==> src/rtl/shift_sched.sv <==
// shift_sched: round-robin sequencer for a shared 32-bit barrel shifter. It issues one pass for shifts and two for rotates.
module shift_sched #(
    parameter int W  = 32,
    parameter int AW = 5
) (
    input  logic          clk,
    input  logic          rst_n,
    input  logic          req0_valid,
    output logic          req0_ready,
    input  logic [W-1:0]  req0_data,
    input  logic [AW-1:0] req0_amt,
    input  logic [1:0]    req0_op,
    input  logic          req1_valid,
    output logic          req1_ready,
    input  logic [W-1:0]  req1_data,
    input  logic [AW-1:0] req1_amt,
    input  logic [1:0]    req1_op,
    output logic          resp_valid,
    input  logic          resp_ready,
    output logic [W-1:0]  resp_data,
    output logic          resp_id,
    output logic [W-1:0]  sh_data,
    output logic [AW-1:0] sh_amt,
    output logic          sh_direc,
    input  logic [W-1:0]  sh_result
);
    typedef enum logic [1:0] {IDLE, PASS1, PASS2, RESP} state_t;
    state_t        state, state_nxt;
    logic [W-1:0]  data_q, acc;
    logic [AW-1:0] amt_q;
    logic [1:0]    op_q;
    logic          id_q, last_grant, grant, grant_id;
    assign grant_id   = (req0_valid && req1_valid) ? ~last_grant : req1_valid;
    assign grant      = (state == IDLE) && (req0_valid || req1_valid);
    assign req0_ready = grant && !grant_id;
    assign req1_ready = grant && grant_id;
    assign resp_data  = acc;
    assign resp_id    = id_q;
    // op_q[0] is the direction of the first pass; a rotate's second pass goes the other way
    always_comb begin
        state_nxt = state;
        sh_data   = '0;
        sh_amt    = '0;
        sh_direc  = 1'b0;
        case (state)
            IDLE:  state_nxt = grant ? PASS1 : IDLE;
            PASS1: begin
                sh_data   = data_q;
                sh_amt    = amt_q;
                sh_direc  = op_q[0];
                state_nxt = (op_q[1] && amt_q != '0) ? PASS2 : RESP;
            end
            PASS2: begin
                sh_data   = data_q;
                sh_amt    = ~amt_q + 1'b1;
                sh_direc  = ~op_q[0];
                state_nxt = RESP;
            end
            default: state_nxt = resp_ready ? IDLE : RESP;
        endcase
    end
    always_ff @(posedge clk) begin
        if (!rst_n) begin
            state      <= IDLE;
            data_q     <= '0;
            amt_q      <= '0;
            op_q       <= '0;
            id_q       <= 1'b0;
            last_grant <= 1'b1;
            acc        <= '0;
            resp_valid <= 1'b0;
        end else begin
            state      <= state_nxt;
            resp_valid <= (state_nxt == RESP);
            if (grant) begin
                data_q     <= grant_id ? req1_data : req0_data;
                amt_q      <= grant_id ? req1_amt : req0_amt;
                op_q       <= grant_id ? req1_op : req0_op;
                id_q       <= grant_id;
                last_grant <= grant_id;
            end
            if (state == PASS1) acc <= sh_result;
            if (state == PASS2) acc <= acc | sh_result;
        end
    end
endmodule

==> config.mk <==
export PLATFORM = sky130hd
export DESIGN_NAME = shift_sched
export DESIGN_NICKNAME = d
export VERILOG_FILES = /design/src/rtl/shift_sched.sv
export SDC_FILE = /design/constraint.sdc
export NUM_CORES = 1
export LEC_CHECK = 0
export ABC_AREA = 1
export CAP_MARGIN = 0
export CORE_UTILIZATION = 40
export CTS_CLUSTER_DIAMETER = 150
export DETAILED_ROUTE_END_ITERATION = 16
export GPL_ROUTABILITY_DRIVEN = 0
export PLACE_DENSITY = 0.87
export SYNTH_ARGS = -nofsm -noshare
export SYNTH_HDL_FRONTEND = slang
export SYNTH_SLANG_ARGS = --single-unit
==> constraint.sdc <==
create_clock -name clk -period 1.6 [get_ports clk]
set_input_delay 0.16 -clock clk [delete_from_list [all_inputs] [get_ports clk]]
set_output_delay 0.16 -clock clk [all_outputs]
set_load 0.02 [all_outputs]
# Word-level counts from Yosys, hierarchy flattened
# Cells that the tools add are included.
# Widths: inputs -> output; s select.
# totals
memories	0
rom_bits	0
out_inout_bits	74
latch_bits	0
ramBits	0
word_cells	40
regBits	76
in_bits	115
# classes
order_cmp	0
mux	13
n_div	0
eq_ne	3
add_sub_neg	1
n_reduce_logical	11
mul	0
n_bitwise	4
shifts	0
# ops
cell	count
$mux 32	4
$or 32x32->32	1
$pmux 5 s2	1
$pmux 2 s3	1
$add 5x1->5 const B	1
$logic_and 1x1->1	5
$mux 5	1
$not 5->5	1
$reduce_bool 5->1	1
$eq 2x2->1 const B	2
$mux 2	2
$mux 1	3
$eq 2x1->1 const B	1
$logic_not 2->1	1
$not 1->1	2
$pmux 1 s2	1
$reduce_bool 2->1	1
$reduce_or 2->1	1
$logic_not 1->1	1
$logic_or 1x1->1	1

# Logic depth before layout (Yosys ltp)
# Gate-level depths: netlist of the first run.
# logic_depth
word_depth	5
mapped_depth	11
ltp_nobuf	11

# Worst setup path before layout of the first run
# OpenSTA, ideal clock, no wires.
# synth_path
path_type	reg-to-output
start	register state[0]
end	output sh_amt[3]
setup_slack_ns	-0.065
t_arrival_ns	1.505
path_stages_with_launch	7
required_ns	1.440
n_path_buf	2
cell_sequence	dfxtp_1 inv_1 ha_1 buf_2 buf_2 o21ai_0 a21oi_1
# synth_between
elab_chain_cells	2
# synth_lines
item	line	source
from (decl)	28	state_t state, state_nxt;
from (signal assigned)	73	state <= state_nxt;
$eq 2x2->1 or $eq 2x1->1 (tied branches)	45	case (state)
$pmux 5 s2 (*)	45	
to (decl)	23	output logic [AW-1:0] sh_amt,
# Mark *: on every way between the ends. The rest lies on a longest branch, timed or not.

# Worst setup path in the final report of the first run
# layout_path
start	register state[1]
end	output sh_data[27]
# layout_between
elab_chain_cells	3
# layout_lines
item	line	source
$eq 2x1->1 or $eq 2x2->1 (tied branches)	45	
$reduce_or 2->1 (no source line) (*)	--	
$mux 32 (*)	45	
to (decl)	22	output logic [W-1:0] sh_data,
# Marks and branches as above.

==> results.txt, run 1 <==
Die Ht = 97.4 µm
Die area = 9490 µm²
Final Instance Count excl. Fillers = 897
Register area share after synthesis = 41.8%
Largest net degree at the start of global routing = 60
ANT nets after route = 0
DIE WIDTH = 97.4 µm
Worst-Margin Slew = 0.422 ns
Mapped cell area = 3640 µm²
Final WS setup = -0.195 ns
Synth Instances = 571
RSZ-0062 raised after global routing = yes
Slew Viols, Final = 0
Clk slew on worst S/H paths = 0.10 ns
DP Worst Slack = -0.357 ns
Leakage = 0.00322 µW
First-pass GRT wire length = 21.0 mm
Area Growth Syn to Fin = 85.6%
Number of detailed-route iterations in the first pass = 5
Cts hold-fix bufs = 0
Via/cell ratio = 4.98
Min-delay worst type = in2reg
CTS sink count = 76
Setup crit start kind = flop
Wire per inst = 14.9 µm
Power density cells = 1930 nW/µm²
Share of layout cells above drive strength 1 = 25.7%
#FFs+latches synth = 76
Setup violators final = 37
Layout Nets = 905
Overall power = 13,100 µW
DRT iter0 DRCs = 233
# port buffers = 188
All-layer global routing usage = 27.3%
Post-DP HPWL = 8.18 mm
Initial Util = 41.5%
WL final = 13.3 mm
Post-Syn Nets = 692
Synth unique cells = 17
Critical path class = reg2out
CTS Buf Count = 9
Final hold vios = 0
Internal power = 7620 µW
Vias in the first global route = 4,512
Status = finished, violations left
Combinational fraction of design power = 66.2%
Max Clock Skew = 0.0141 ns
Clk pwr share = 11.7%
Gr ovfl total = 0
YS warnings = 0
Maxcap violations = 0
Residual DRC = 0
Reg power frac = 22.1%
Crit path arrival time = 1.64 ns
Most frequent cells in the layout = 237 x nand2_1, 148 x clkdlybuf4s50_1, 73 x a21oi_1, 72 x dfxtp_1, 45 x buf_6
Deepest clock path buffer count = 2
Peak fanout along the critical path = 6
Worst ir drop on vdd = 1.03 mV
Minimum clock period after layout = 1.80 ns
Crit end category = output pin
Root Buffer = clkbuf_8
Avg Cell Area, Syn = 6.38 µm²
Placed cell areas = 5730 µm²
Rel. slew slack = 71.9%
Clk_lat worst skew = 0.35 ns
Worst reg2reg setup slack = 0.04 ns
# IOs = 189
Net Sw Frac = 41.7%
Non-Filler Cell Area, Final = 6760 µm²
NetSw = 5440 µW
Initial antenna violation count = 0
Worst EP required = 1.44 ns
Number of fill cells in the layout = 633
Via count = 4,468
# diodes = 0
Num rows = 34
Commonest non-fill, non-tap cell in the layout = nand2_1
Placed cells = 857
Failing checks = setup timing
Final Cycle Share = 112%
Number of H-tree levels = 3
Fmax = 0.557 GHz
CORE AREA = 8760 µm²
CTS tree = yes
-- power groups by stage --
stage | logic (µW) | clock network (µW) | registers (µW)
after floorplan | 2620 | 0 | 3150
after global placement | 5140 | 0 | 2770
after detailed placement | 5260 | 0 | 2800
after CTS | 7950 | 1550 | 2810
after global routing | 9180 | 1670 | 2960
final | 8640 | 1520 | 2890
-- registers in the layout, indices dropped and copies added (netlist names) --
name / flops
amt_q: 5
data_q: 32
last_grant: 1
op_q: 2
resp_data: 32
resp_id: 1
resp_valid: 1
state: 2
-- metrics by stage --
step	TNS (ns)	util (%)	hold slack (ns)
final	-4.58	77.1	0.362
after global routing	-6.93	77.1	0.352
after CTS	-4.47	74.4	0.351
after detailed placement	-14.92	65.4	0.452
after global placement	-12.37	65.4	0.447
after floorplan	0	-	0.245
-- synth_stat cells --
| cell | instances | area (µm²) |
|---|---|---|
| buf_4 | 3 | 22.5 |
| nand3_1 | 42 | 210 |
| inv_2 | 2 | 7.51 |
| clkbuf_1 | 15 | 56.3 |
| o21ai_4 | 1 | 16.3 |
| nand2_1 | 273 | 1020 |
| buf_1 | 3 | 11.3 |
| buf_2 | 16 | 80.1 |
| nor2_1 | 5 | 18.8 |
| a21oi_1 | 78 | 390 |
| dfxtp_1 | 76 | 1520 |
| o21ai_0 | 3 | 15.0 |
| nor3_1 | 1 | 5.00 |
| buf_6 | 1 | 11.3 |
| inv_1 | 45 | 169 |
| ha_1 | 6 | 75.1 |
| or2_2 | 1 | 6.26 |
-- per-layer routing --
layer,routed length [µm],vias to the layer above,track usage (%),share of wire (%)
met5,0,-,0,0
met4,456,0,10.9,3.4
met3,934,34,5.25,7.0
met2,7090,208,51.3,53
met1,4860,2028,29.8,36
li1,-,2198,-,-
-- timing repair --
| action | CTS | global route |
|---|---|---|
| pin swaps | 2 | 10 |
| setup buffers | 15 | 2 |
| endpoints found under the setup margin | 57 | 66 |
| cloned | 7 | 1 |
| resized for setup | 306 | 71 |
-- path summary, 6_finish.rpt --
| kind | from | to | cells after the start |
|---|---|---|---|
| setup / recovery | state[1] | sh_data[27] | 8 |
| hold / removal | sh_result[0] | resp_data[0] | 3 |
| setup reg to reg | state[1] | resp_valid | 8 |
| hold reg to reg | resp_data[15] | resp_data[15] | 2 |
-- worst max-delay path: stages (launching register included) --
cell	delay, ns
dfxtp_2	0.35
inv_2	0.05
ha_4	0.30
buf_12	0.15
buf_16	0.14
buf_12	0.10
nand2_4	0.04
inv_2	0.05
buf_6	0.11
-- logic make-up (layout without fill, tap and decap cells) --
kind of cell / Yosys count / in the layout / share of synthesized area (%)
buffers and inverters: 85 / 303 / 9.83
AOI/OAI and AO/OA: 82 / 82 / 11.6
and+or+nand+nor: 322 / 322 / 34.7
DFF: 76 / 76 / 41.8
adders and majority gates: 6 / 6 / 2.06
-- final cells by class --
| class | count | area (µm²) | share of cell area [%] |
|---|---|---|---|
| Timing Repair Buffer | 240 | 2610 | 38.6 |
| Clock inverter | 7 | 80.1 | 1.18 |
| Sequential cell | 76 | 1530 | 22.6 |
| Clock buffer | 9 | 124 | 1.83 |
| Multi-Input combinational cell | 410 | 2100 | 31.1 |
| Inverter | 47 | 181 | 2.68 |
| Tap cell | 108 | 135 | 2.00 |
Power figures use the tool's default switching activity.
==> run 2: changes to the inputs <==
Settings changed: CAP_MARGIN 0 to 30, CORE_ASPECT_RATIO set to 2, SLEW_MARGIN set to 20.
==> run 2 against run 1 <==
The run still ends with setup timing left. Clock-buffer cell count grew 2. Critical path depth did not move. Sequential share of layout area is 0.54 points higher. Worst hold slack got worse by 0.078 ns. Cell area down 2.4%. Largest cell class unchanged. First-iteration DRC count is 13% higher. Sequential power fell by 2%. Core utilization fell by 1.3 points. Maximum frequency up 1.3%. Register-to-register slack about the same. Via count is 1.9% higher.
==> results.txt, run 2 (synthesized netlist as in run 1, its figures left out) <==
Crit end category = output pin
Setup TNS = -2.19 ns (+2.39 ns)
Most frequent cells in the layout = 253 x nand2_1, 147 x clkdlybuf4s50_1, 73 x a21oi_1, 72 x dfxtp_1, 42 x nand3_1
All-layer global routing usage = 26.9% (-0.36 points)
Deepest clock path buffer count = 2 (unchanged)
Residual DRC = 0 (unchanged)
Final hold vios = 0 (unchanged)
Failing checks = setup timing
CTS Buf Count = 9 (unchanged)
Peak fanout along the critical path = 2 (-4)
Gr busiest metal = met2
Number of H-tree levels = 3 (unchanged)
DRT iter0 DRCs = 264 (+13%)
Via/cell ratio = 5.14 (+3.2%)
Setup violators final = 27 (-27%)
Setup crit start kind = flop
Post-DP HPWL = 8.70 mm (+6.3%)
Leakage = 0.00310 µW (-3.7%)
Min-delay worst type = in2reg
Final WS setup = -0.172 ns (+0.0237 ns)
Layout Nets = 902 (-0.33%)
Final Util = 75.8% (-1.3 points)
Final Cycle Share = 111% (-1.5 points)
Via count = 4,553 (+1.9%)
Crit path arrival time = 1.61 ns (-0.03 ns)
RSZ-0062 raised after global routing = yes
# diodes = 0 (unchanged)
Power density cells = 1890 nW/µm² (-1.9%)
Slew Viols, Final = 0 (unchanged)
Max Clock Skew = 0.00858 ns (-0.00554 ns)
CORE AREA = 8710 µm² (-0.63%)
Overall power = 12,500 µW (-4.2%)
Worst Hold Margin = 0.284 ns (-0.0785 ns)
Worst EP required = 1.44 ns (about the same)
Initial antenna violation count = 0 (unchanged)
Root Buffer = clkbuf_16
Fmax = 0.564 GHz (+1.3%)
Clk slew on worst S/H paths = 0.06 ns (-0.04 ns)
GRT met3 Usage = 3.76% (-1.5 points)
Rel. slew slack = 71.9% (about the same)
# port buffers = 188 (unchanged)
DIE WIDTH = 69.5 µm (-29%)
Worst ir drop on vdd = 0.869 mV (-15%)
Wire per inst = 15.5 µm (+4.2%)
WL final = 13.7 mm (+3.0%)
Die area = 9510 µm² (+0.24%)
Initial Util = 41.8% (+0.26 points)
Clk_lat worst skew = 0.34 ns (about the same)
GRT met1 Usage = 25.2% (-4.6 points)
Num rows = 48 (+41%)
ANT nets after route = 0 (unchanged)
Number of detailed-route iterations in the first pass = 5 (unchanged)
# IOs = 189 (unchanged)
Die Ht = 137 µm (+41%)
Area Growth Syn to Fin = 81.2%
Cts hold-fix bufs = 0 (unchanged)
Commonest non-fill, non-tap cell in the layout = nand2_1
Largest net degree at the start of global routing = 44 (-27%)
Share of layout cells above drive strength 1 = 22.0% (-3.7 points)
Gr ovfl total = 0 (unchanged)
CTS sink count = 76 (unchanged)
Met2 Use GR = 52.8% (+1.5 points)
First-pass GRT wire length = 20.2 mm (-3.7%)
Vias in the first global route = 4,487 (-0.55%)
CTS tree = yes
Maxcap violations = 0 (unchanged)
Critical path class = reg2out
Placed cell areas = 5750 µm² (+0.39%)
Minimum clock period after layout = 1.77 ns (-0.0237 ns)
Worst-Margin Slew = 0.422 ns (-0.000304 ns)
Non-Filler Cell Area, Final = 6600 µm² (-2.4%)
Status = finished, violations left
run 2: cell types whose count changed in the layout (fill, tap and decap cells not counted), sizes merged:
cell           before  now
inv                51   47
buf                88   86
clkinv              0    2
bufinv              1    2
clkbuf             11   12
clkdlybuf4s50     148  147
clkinvlp            2    1
dlygate4sd2         0    1
run 2: metrics by stage:
step / instances / setup slack [ns]
after detailed placement: 849 / -0.331
after floorplan: 571 / 0.0355
final: 886 / -0.172
after global placement: 849 / -0.310
after global routing: 886 / -0.217
after CTS: 883 / -0.137
run 2: worst paths after layout:
check	from	endpoint	slack, ns	cells past startpoint
worst max register to register	state[0]	resp_data[23]	0.04	9
worst max-delay path	amt_q[0]	sh_amt[4]	-0.17	8
worst min-delay path	req1_valid	amt_q[4]	0.28	5
worst min register to register	resp_data[9]	resp_data[9]	0.46	2
run 2: critical path: stages, from the launching register on:
cell	delay (ns)
dfxtp_2	0.33
inv_2	0.05
ha_4	0.16
nand2_4	0.07
nor2_4	0.04
ha_4	0.27
nand2_2	0.05
a21oi_1	0.13
buf_4	0.16
run 2: final cells by class:
class	count	area, µm²
flip-flops and latches	76	1530
multi-input cells	410	1980
clock inverters	5	85.1
clock buffers	11	243
inverters	47	176
repair buffers	237	2460
well taps	100	125
fillers	582	2110
run 2: layer usage:
layer	part of all wire, %	vias up
met1	33	2104
met3	4.6	58
met4	5.6	0
met5	0	-
li1	-	2192
met2	57	199
run 2: where the power goes:
part	leakage (µW)	switching [µW]	internal, µW	total (µW)
Sequential	0.000626	356	2490	2840
Combinational	0.00232	3850	3610	7470
Clock	0.000156	781	1410	2190
run 2: what timing repair did:
action / CTS / global route
endpoints found under the setup margin: 79 / 85
gates cloned: 2 / 1
buffers inserted: 16 / 2
resized for setup: 256 / 70
pin swaps: 6 / 7
